--- src/rtl/acia_pkg.sv ---
// Shared definitions for the ACIA transmit-side blocks.
//   arb_state_e : arbiter state encoding (IDLE / SEND / HOLD)
//   SYM_TICKS   : pclk ticks per serial symbol
//   LOCK_TO_DEF : default message-lock timeout, two 10-bit characters
package acia_pkg;

  typedef enum logic [1:0] {
    IDLE = 2'd0,
    SEND = 2'd1,
    HOLD = 2'd2
  } arb_state_e;

  localparam int SYM_TICKS   = 417;
  localparam int LOCK_TO_DEF = 2 * 10 * SYM_TICKS;

endpackage

--- src/rtl/acia_rr_pick.sv ---
// Combinational round-robin picker.
// Searches req starting at index 'start' and ascending modulo N.
// The first set bit found wins.
//   req   : request vector
//   start : index where the search begins (must be < N)
//   grant : one-hot winner, all-zero when req is empty
//   idx   : index of the winner, 0 when req is empty
module acia_rr_pick #(
  parameter int N  = 2,
  parameter int IW = 1
) (
  input  logic [N-1:0]  req,
  input  logic [IW-1:0] start,
  output logic [N-1:0]  grant,
  output logic [IW-1:0] idx
);

  // One extra bit keeps start+k from overflowing before the modulo wrap.
  logic [IW:0]   sum;
  logic [IW-1:0] cand;
  logic          found;

  always_comb begin
    grant = '0;
    idx   = '0;
    found = 1'b0;
    sum   = '0;
    cand  = '0;
    for (int k = 0; k < N; k++) begin
      sum = {1'b0, start} + (IW+1)'(k);
      if (sum >= (IW+1)'(N)) sum = sum - (IW+1)'(N);
      cand = sum[IW-1:0];
      if (!found && req[cand]) begin
        found       = 1'b1;
        grant[cand] = 1'b1;
        idx         = cand;
      end
    end
  end

endmodule

--- src/rtl/acia_tx_arb.sv ---
// Shares one serial transmitter between NREQ byte requesters.
// A message is a run of bytes ending with a byte whose 'last' flag is set.
// While a message is unfinished, the transmitter stays locked to its owner.
// A lock is dropped after LOCK_TO idle pclk ticks.
// One byte is held, so the next byte loads while the current byte shifts out.
//   clk, reset_n        : clock, synchronous active-low reset
//   pclk                : peripheral clock enable shared with the transmitter
//   req_valid/dat/last  : per-requester byte offer; dat is packed 8 bits each
//   req_ready           : one-hot take strobe back to the requesters
//   tx_dat, tx_start    : registered byte and start request to the transmitter
//   tx_busy             : transmitter is shifting
//   owner               : current or most recent owning requester
//   arb_busy            : arbiter is not idle
//   lock_timeout        : one-clk pulse when the lock timer drops a lock
module acia_tx_arb
  import acia_pkg::*;
#(
  parameter int NREQ    = 2,
  parameter int RW      = 1,
  parameter int LOCK_TO = LOCK_TO_DEF,
  parameter int LTW     = 14
) (
  input  logic              clk,
  input  logic              reset_n,
  input  logic              pclk,
  input  logic [NREQ-1:0]   req_valid,
  input  logic [8*NREQ-1:0] req_dat,
  input  logic [NREQ-1:0]   req_last,
  output logic [NREQ-1:0]   req_ready,
  output logic [7:0]        tx_dat,
  output logic              tx_start,
  input  logic              tx_busy,
  output logic [RW-1:0]     owner,
  output logic              arb_busy,
  output logic              lock_timeout
);

  arb_state_e    state_q, state_d;
  logic [7:0]    tx_dat_q, tx_dat_d;
  logic          tx_start_q, tx_start_d;
  logic [RW-1:0] owner_q, owner_d;
  logic [RW-1:0] rr_ptr_q, rr_ptr_d;
  logic [LTW-1:0] lock_timer_q, lock_timer_d;
  logic          last_flag_q, last_flag_d;
  logic          lock_timeout_q, lock_timeout_d;

  logic [NREQ-1:0] pick_grant;
  logic [RW-1:0]   pick_idx;
  logic [NREQ-1:0] owner_oh;
  logic            owner_valid;
  logic [RW-1:0]   cap_idx;
  logic [7:0]      cap_dat;
  logic            cap_last;
  logic [RW-1:0]   rr_next;
  logic            accept;

  acia_rr_pick #(
    .N  (NREQ),
    .IW (RW)
  ) u_pick (
    .req   (req_valid),
    .start (rr_ptr_q),
    .grant (pick_grant),
    .idx   (pick_idx)
  );

  always_comb begin
    owner_oh = '0;
    for (int i = 0; i < NREQ; i++) owner_oh[i] = (owner_q == RW'(i));
  end

  assign owner_valid = |(req_valid & owner_oh);

  // The locked owner is the only capture source in HOLD.
  // In IDLE the round-robin winner is the source.
  always_comb begin
    cap_idx  = (state_q == HOLD) ? owner_q : pick_idx;
    cap_dat  = '0;
    cap_last = 1'b0;
    for (int i = 0; i < NREQ; i++) begin
      if (cap_idx == RW'(i)) begin
        cap_dat  = req_dat[8*i +: 8];
        cap_last = req_last[i];
      end
    end
  end

  assign rr_next = (owner_q == RW'(NREQ-1)) ? '0 : owner_q + RW'(1);

  // The transmitter latches the byte on the same edge it raises tx_busy.
  assign accept = tx_start_q & pclk & ~tx_busy;

  always_comb begin
    req_ready = '0;
    case (state_q)
      IDLE:    req_ready = pick_grant;
      HOLD:    req_ready = owner_oh;
      default: req_ready = '0;
    endcase
  end

  always_comb begin
    state_d        = state_q;
    tx_dat_d       = tx_dat_q;
    tx_start_d     = tx_start_q;
    owner_d        = owner_q;
    rr_ptr_d       = rr_ptr_q;
    lock_timer_d   = lock_timer_q;
    last_flag_d    = last_flag_q;
    lock_timeout_d = 1'b0;
    case (state_q)
      IDLE: begin
        if (|req_valid) begin
          tx_dat_d    = cap_dat;
          last_flag_d = cap_last;
          owner_d     = cap_idx;
          tx_start_d  = 1'b1;
          state_d     = SEND;
        end
      end
      SEND: begin
        if (accept) begin
          tx_start_d = 1'b0;
          if (last_flag_q) begin
            rr_ptr_d = rr_next;
            state_d  = IDLE;
          end else begin
            lock_timer_d = LTW'(LOCK_TO);
            state_d      = HOLD;
          end
        end
      end
      HOLD: begin
        // A byte from the owner beats a timeout expiring on the same edge.
        if (owner_valid) begin
          tx_dat_d    = cap_dat;
          last_flag_d = cap_last;
          owner_d     = cap_idx;
          tx_start_d  = 1'b1;
          state_d     = SEND;
        end else if (pclk) begin
          if (lock_timer_q != '0) begin
            lock_timer_d = lock_timer_q - LTW'(1);
          end else begin
            lock_timeout_d = 1'b1;
            rr_ptr_d       = rr_next;
            state_d        = IDLE;
          end
        end
      end
      default: state_d = IDLE;
    endcase
  end

  always_ff @(posedge clk) begin
    if (!reset_n) begin
      state_q        <= IDLE;
      tx_dat_q       <= 8'h00;
      tx_start_q     <= 1'b0;
      owner_q        <= '0;
      rr_ptr_q       <= '0;
      lock_timer_q   <= '0;
      last_flag_q    <= 1'b0;
      lock_timeout_q <= 1'b0;
    end else begin
      state_q        <= state_d;
      tx_dat_q       <= tx_dat_d;
      tx_start_q     <= tx_start_d;
      owner_q        <= owner_d;
      rr_ptr_q       <= rr_ptr_d;
      lock_timer_q   <= lock_timer_d;
      last_flag_q    <= last_flag_d;
      lock_timeout_q <= lock_timeout_d;
    end
  end

  assign tx_dat       = tx_dat_q;
  assign tx_start     = tx_start_q;
  assign owner        = owner_q;
  assign arb_busy     = (state_q != IDLE);
  assign lock_timeout = lock_timeout_q;

endmodule

--- config.mk ---
export PLATFORM = sky130hd
export DESIGN_NAME = acia_tx_arb
export DESIGN_NICKNAME = d
export VERILOG_FILES = /design/src/rtl/acia_pkg.sv /design/src/rtl/acia_rr_pick.sv /design/src/rtl/acia_tx_arb.sv
export SDC_FILE = /design/constraint.sdc
export NUM_CORES = 1
export LEC_CHECK = 0
export BUFFER_PORTS_ARGS = -buffer_cell sky130_fd_sc_hd__buf_2
export CAP_MARGIN = 10
export CORE_ASPECT_RATIO = 0.75
export CORE_MARGIN = 2
export CORE_UTILIZATION = 45
export CTS_CLUSTER_SIZE = 40
export DETAILED_ROUTE_END_ITERATION = 10
export PLACE_DENSITY = 0.78
export SLEW_MARGIN = 10
export SYNTH_ARGS = -nofsm -noshare
export SYNTH_HDL_FRONTEND = slang
export SYNTH_SLANG_ARGS = --single-unit
--- constraint.sdc ---
create_clock -name clk -period 1.9 [get_ports clk]
set_clock_uncertainty 0.1 [all_clocks]
set_input_delay 0.38 -clock clk [delete_from_list [all_inputs] [get_ports clk]]
set_output_delay 0.38 -clock clk [all_outputs]
set_load 0.02 [all_outputs]
==> results.py <==
metrics = {
    "status": {
        "status": "finished, violations left",
        "violations": "negative setup slack",
    },
    "cells_and_area": {
        "fill_cells": 237,
        "multi_input_area_um2": 1020,
        "final_nets": 271,
        "layout-drive-gt1-share_pct": 48.6,
        "ff_latch_area_um2": 591,
        "antenna_cells": 0,
        "area_delta_synth_final_pct": 48.3,
    },
    "timing": {
        "max_freq_mhz": 504,
        "fin_setup_tns_ns": -0.205,
        "rsz0062_at_grt": "yes",
        "fin_crit_ns": 1.98,
        "finalMaxSlewViolations": 0,
        "final.period_utilization_pct": 104,
        "hold_viol_final": 0,
        "setup_viol": 6,
        "layout_setup_ws_ns": -0.0831,
        "worstMarginPinSlew_ns": 0.333,
        "relSlewSlack_pct": 77.6,
    },
    "grt": {
        "gr-total-overflow": 0,
        "grt_max_degree": 23,
        "track_usage_pct": 23.2,
        "grt_pass1_vias": 1451,
        "grt_pass1_wl_mm": 6.69,
        "antenna_found_initial": 0,
    },
    "min_path": {
        "hold_path_startpoint": "req_dat[13]",
        "min_delay_path_depth": 3,
        "hp-class": "in -> reg",
        "holdPathEnd": "tx_dat[5]$_SDFFE_PN0P_",
    },
    "synthesis": {
        "synth.distinct_cells": 42,
        "synthFlopType": "dfxtp_1",
        "postSynthCellCount": 174,
        "synth_area_um2": 1530,
        "synth_area_leader_cell": "dfxtp_1",
        "avgSynthCellArea_um2": 8.79,
        "synth-seq-area-share_pct": 37.9,
        "synth_warnings": 0,
        "synth_edf_count": 0,
        "synth-seq-cells": 29,
        "synth_nets": 199,
        "synth-async-reset-ratio_pct": 0,
        "ys_top_cells_by_area": "dfxtp_1 38%, mux2i_1 7.2%, a21oi_1 6.5%",
        "yosys.area.top_type_share_pct": 37.9,
    },
    "critical_path": {
        "r2r-start": "lock_timer_q[5]$_SDFFE_PN0P_",
        "cp-start-kind": "flop",
        "path_cells": "nor4_4 -> nand2_1 -> nor4_2 -> buf_4 -> a21oi_1 -> o221a_2",
        "critPathTopFamily": "simple AND/OR/NAND/NOR gates",
        "worstPathMaxFanout": 5,
        "end_kind": "flop",
        "critPathSlowestCell": "dfxtp_1",
        "max_stage_delay_ns": 0.38,
        "worstSetupPathType": "reg -> reg",
        "critPathRequiredTime_ns": 1.97,
        "r2r_slack_ns": -0.08,
        "reg2reg_depth": 6,
        "reg2reg_to": "state_q[1]$_SDFFE_PN0P_",
        "critPathArrivalTime_ns": 2.05,
        "path_buf_inv": 1,
    },
    "placement": {
        "gp_congestion": 0.918,
        "hpwl_mm": 2.80,
        "post-place-ws_ns": -0.0753,
        "port_buffers": 37,
    },
    "clocking": {
        "clk_pin_slew_worst_paths_ns": 0.06,
        "htreeDepth": 2,
        "insertion_delay_ns": 0.28,
        "cts_buffers": 5,
        "cts_hold_buf": 0,
        "clockBufferDepth": 2,
        "root_buffer": "clkbuf_8",
        "tritoncts": "done",
        "clock-sinks": 29,
    },
    "drt": {
        "first_pass_iters": 4,
        "drt_iter0_drc": 97,
        "drt-total-wl_mm": 4.65,
        "wl_per_cell_um": 16.2,
        "drcViolationCount": 0,
        "viasPerCell": 5.67,
        "vias": 1627,
        "antenna_left": 0,
    },
    "pwr": {
        "combPwrFrac_pct": 29.9,
        "p_sw_share_pct": 30.0,
        "vdd_drop_max_mv": 0.510,
        "seqPwrFrac_pct": 36.0,
        "internal-power_mw": 1.37,
        "power_switching_mw": 0.586,
        "power_density_nw_per_um2": 861,
        "clkPwrFrac_pct": 34.1,
        "power_mw": 1.95,
        "p_leak_nw": 1.06,
    },
    "flow_run": {
        "cap_viol_max_count": 0,
    },
    "floorplanning": {
        "die_w_um": 71.3,
        "dieHeight_um": 54.5,
        "rows": 18,
        "dieArea_um2": 3890,
        "start_util_pct": 46.9,
        "coreArea_um2": 3270,
        "pin_count": 38,
    },
}
synth_stat cells (2+ instances only):
master and n:
clkbuf_1 4, or3_1 9, nor2_1 13, mux2i_1 11
nor2b_1 3, and3_1 2, buf_6 2, o21ai_0 15
nor4_1 3, a31oi_1 2, o221ai_2 2, dfxtp_1 29
inv_1 5, mux2_2 2, or4_1 5, or2_2 2
o221a_2 3, nand2b_1 2, o211ai_1 3, nand2_1 13
xnor2_1 2, o21a_1 2, a21oi_1 20, nor3_1 2
layout by cell type, fill, tap and decap left out, types with 2 or more instances in the layout:
master,count
mux2i_1,11
inv_2,2
dfxtp_2,5
buf_2,37
dfxtp_1,23
nand2b_1,2
nor2_4,2
a31oi_1,2
or3_1,6
or4_1,3
or4_4,2
buf_4,33
o211ai_1,3
or3_4,3
a21oi_1,19
inv_1,3
nand2_1,13
o221a_2,3
o21ai_0,15
buf_6,4
nor4_2,2
nor3_1,2
nor2b_1,3
o221ai_4,2
o21a_1,2
xnor2_1,2
nor2_1,10
clkbuf_8,6
timing repair:
item / CTS / global route
setup buffers: 2 / 5
resized for setup: 13 / 24
pin swaps: 4 / 14
setup endpoints to repair: 11 / 16
hold endpoints to repair: 0 / 0
power groups by stage:
stage / clock (mW) / combinational [mW] / sequential (mW)
6_report: 0.665 / 0.585 / 0.703
5_1_grt: 0.701 / 0.631 / 0.711
4_1_cts: 0.669 / 0.519 / 0.698
3_5_place_dp: 0 / 0.483 / 0.707
3_3_place_gp: 0 / 0.471 / 0.707
2_1_floorplan: 0 / 0.260 / 0.733
flip-flops by register name, summed over array words and instances, names as in the netlist:
name and cells:
lock_timeout 1, tx_dat 8, owner 1, last_flag_q 1, state_q 2, lock_timer_q 14, tx_start 1, rr_ptr_q 1
cell type report:
type / count / area share [%]
multi-input combinational: 131 / 44.8
clock inverter: 1 / 1.32
inverter: 5 / 0.827
timing repair buffer: 74 / 21.1
clock buffer: 7 / 3.80
tap: 40 / 2.21
sequential: 29 / 26.0
stage by stage:
| step | cell area (µm²) | hold slack [ns] | cells | utilization (%) |
|---|---|---|---|---|
| 6_report | 2270 | 0.283 | 287 | 69.5 |
| 5_1_grt | 2270 | 0.302 | 287 | 69.5 |
| 4_1_cts | 2130 | 0.282 | 282 | 65.3 |
| 3_5_place_dp | 1940 | 0.392 | 272 | 59.5 |
| 3_3_place_gp | 1940 | 0.369 | 272 | 59.5 |
| 2_1_floorplan | 1540 | 0.348 | 174 | - |
worst register-to-register path, stage by stage, from the launching register on:
cell	delay (ns)
dfxtp_1	0.38
nor4_4	0.36
nand2_1	0.16
nor4_2	0.35
buf_4	0.20
a21oi_1	0.07
o221a_2	0.25
routing by layer:
layer | wire (µm) | track usage (%)
met1 | 2050 | 29.0
met2 | 2160 | 37.3
met3 | 287 | 6.26
met4 | 150 | 12.3
met5 | 0 | 0
how the worst max path moves through the flow:
stage / start / endpoint / slack, ns / depth (start not counted)
5_1_grt: lock_timer_q[5]$_SDFFE_PN0P_ / state_q[1]$_SDFFE_PN0P_ / -0.14 / 6
2_1_floorplan: lock_timer_q[0]$_SDFFE_PN0P_ / lock_timer_q[13]$_SDFFE_PN0P_ / 0.06 / 7
3_5_place_dp: req_valid[1] / lock_timer_q[10]$_SDFFE_PN0P_ / -0.08 / 6
3_3_place_gp: req_valid[1] / lock_timer_q[10]$_SDFFE_PN0P_ / 0.003 / 6
4_1_cts: lock_timer_q[4]$_SDFFE_PN0P_ / lock_timer_q[11]$_SDFFE_PN0P_ / -0.03 / 6
6_report: lock_timer_q[5]$_SDFFE_PN0P_ / state_q[1]$_SDFFE_PN0P_ / -0.08 / 6
kinds of logic after synthesis:
family / count (synthesis) / share of synthesized area, %
adder cells (fa/ha/maj): 1 / 0.818
multiplexers: 13 / 8.67
AO/OA/AOI/OAI: 51 / 21.9
XOR/XNOR: 2 / 1.14
buffers and inverters: 14 / 4.99
flip-flops: 29 / 37.9
AND/OR/NAND/NOR: 64 / 24.5
Power figures use the tool's default switching activity.
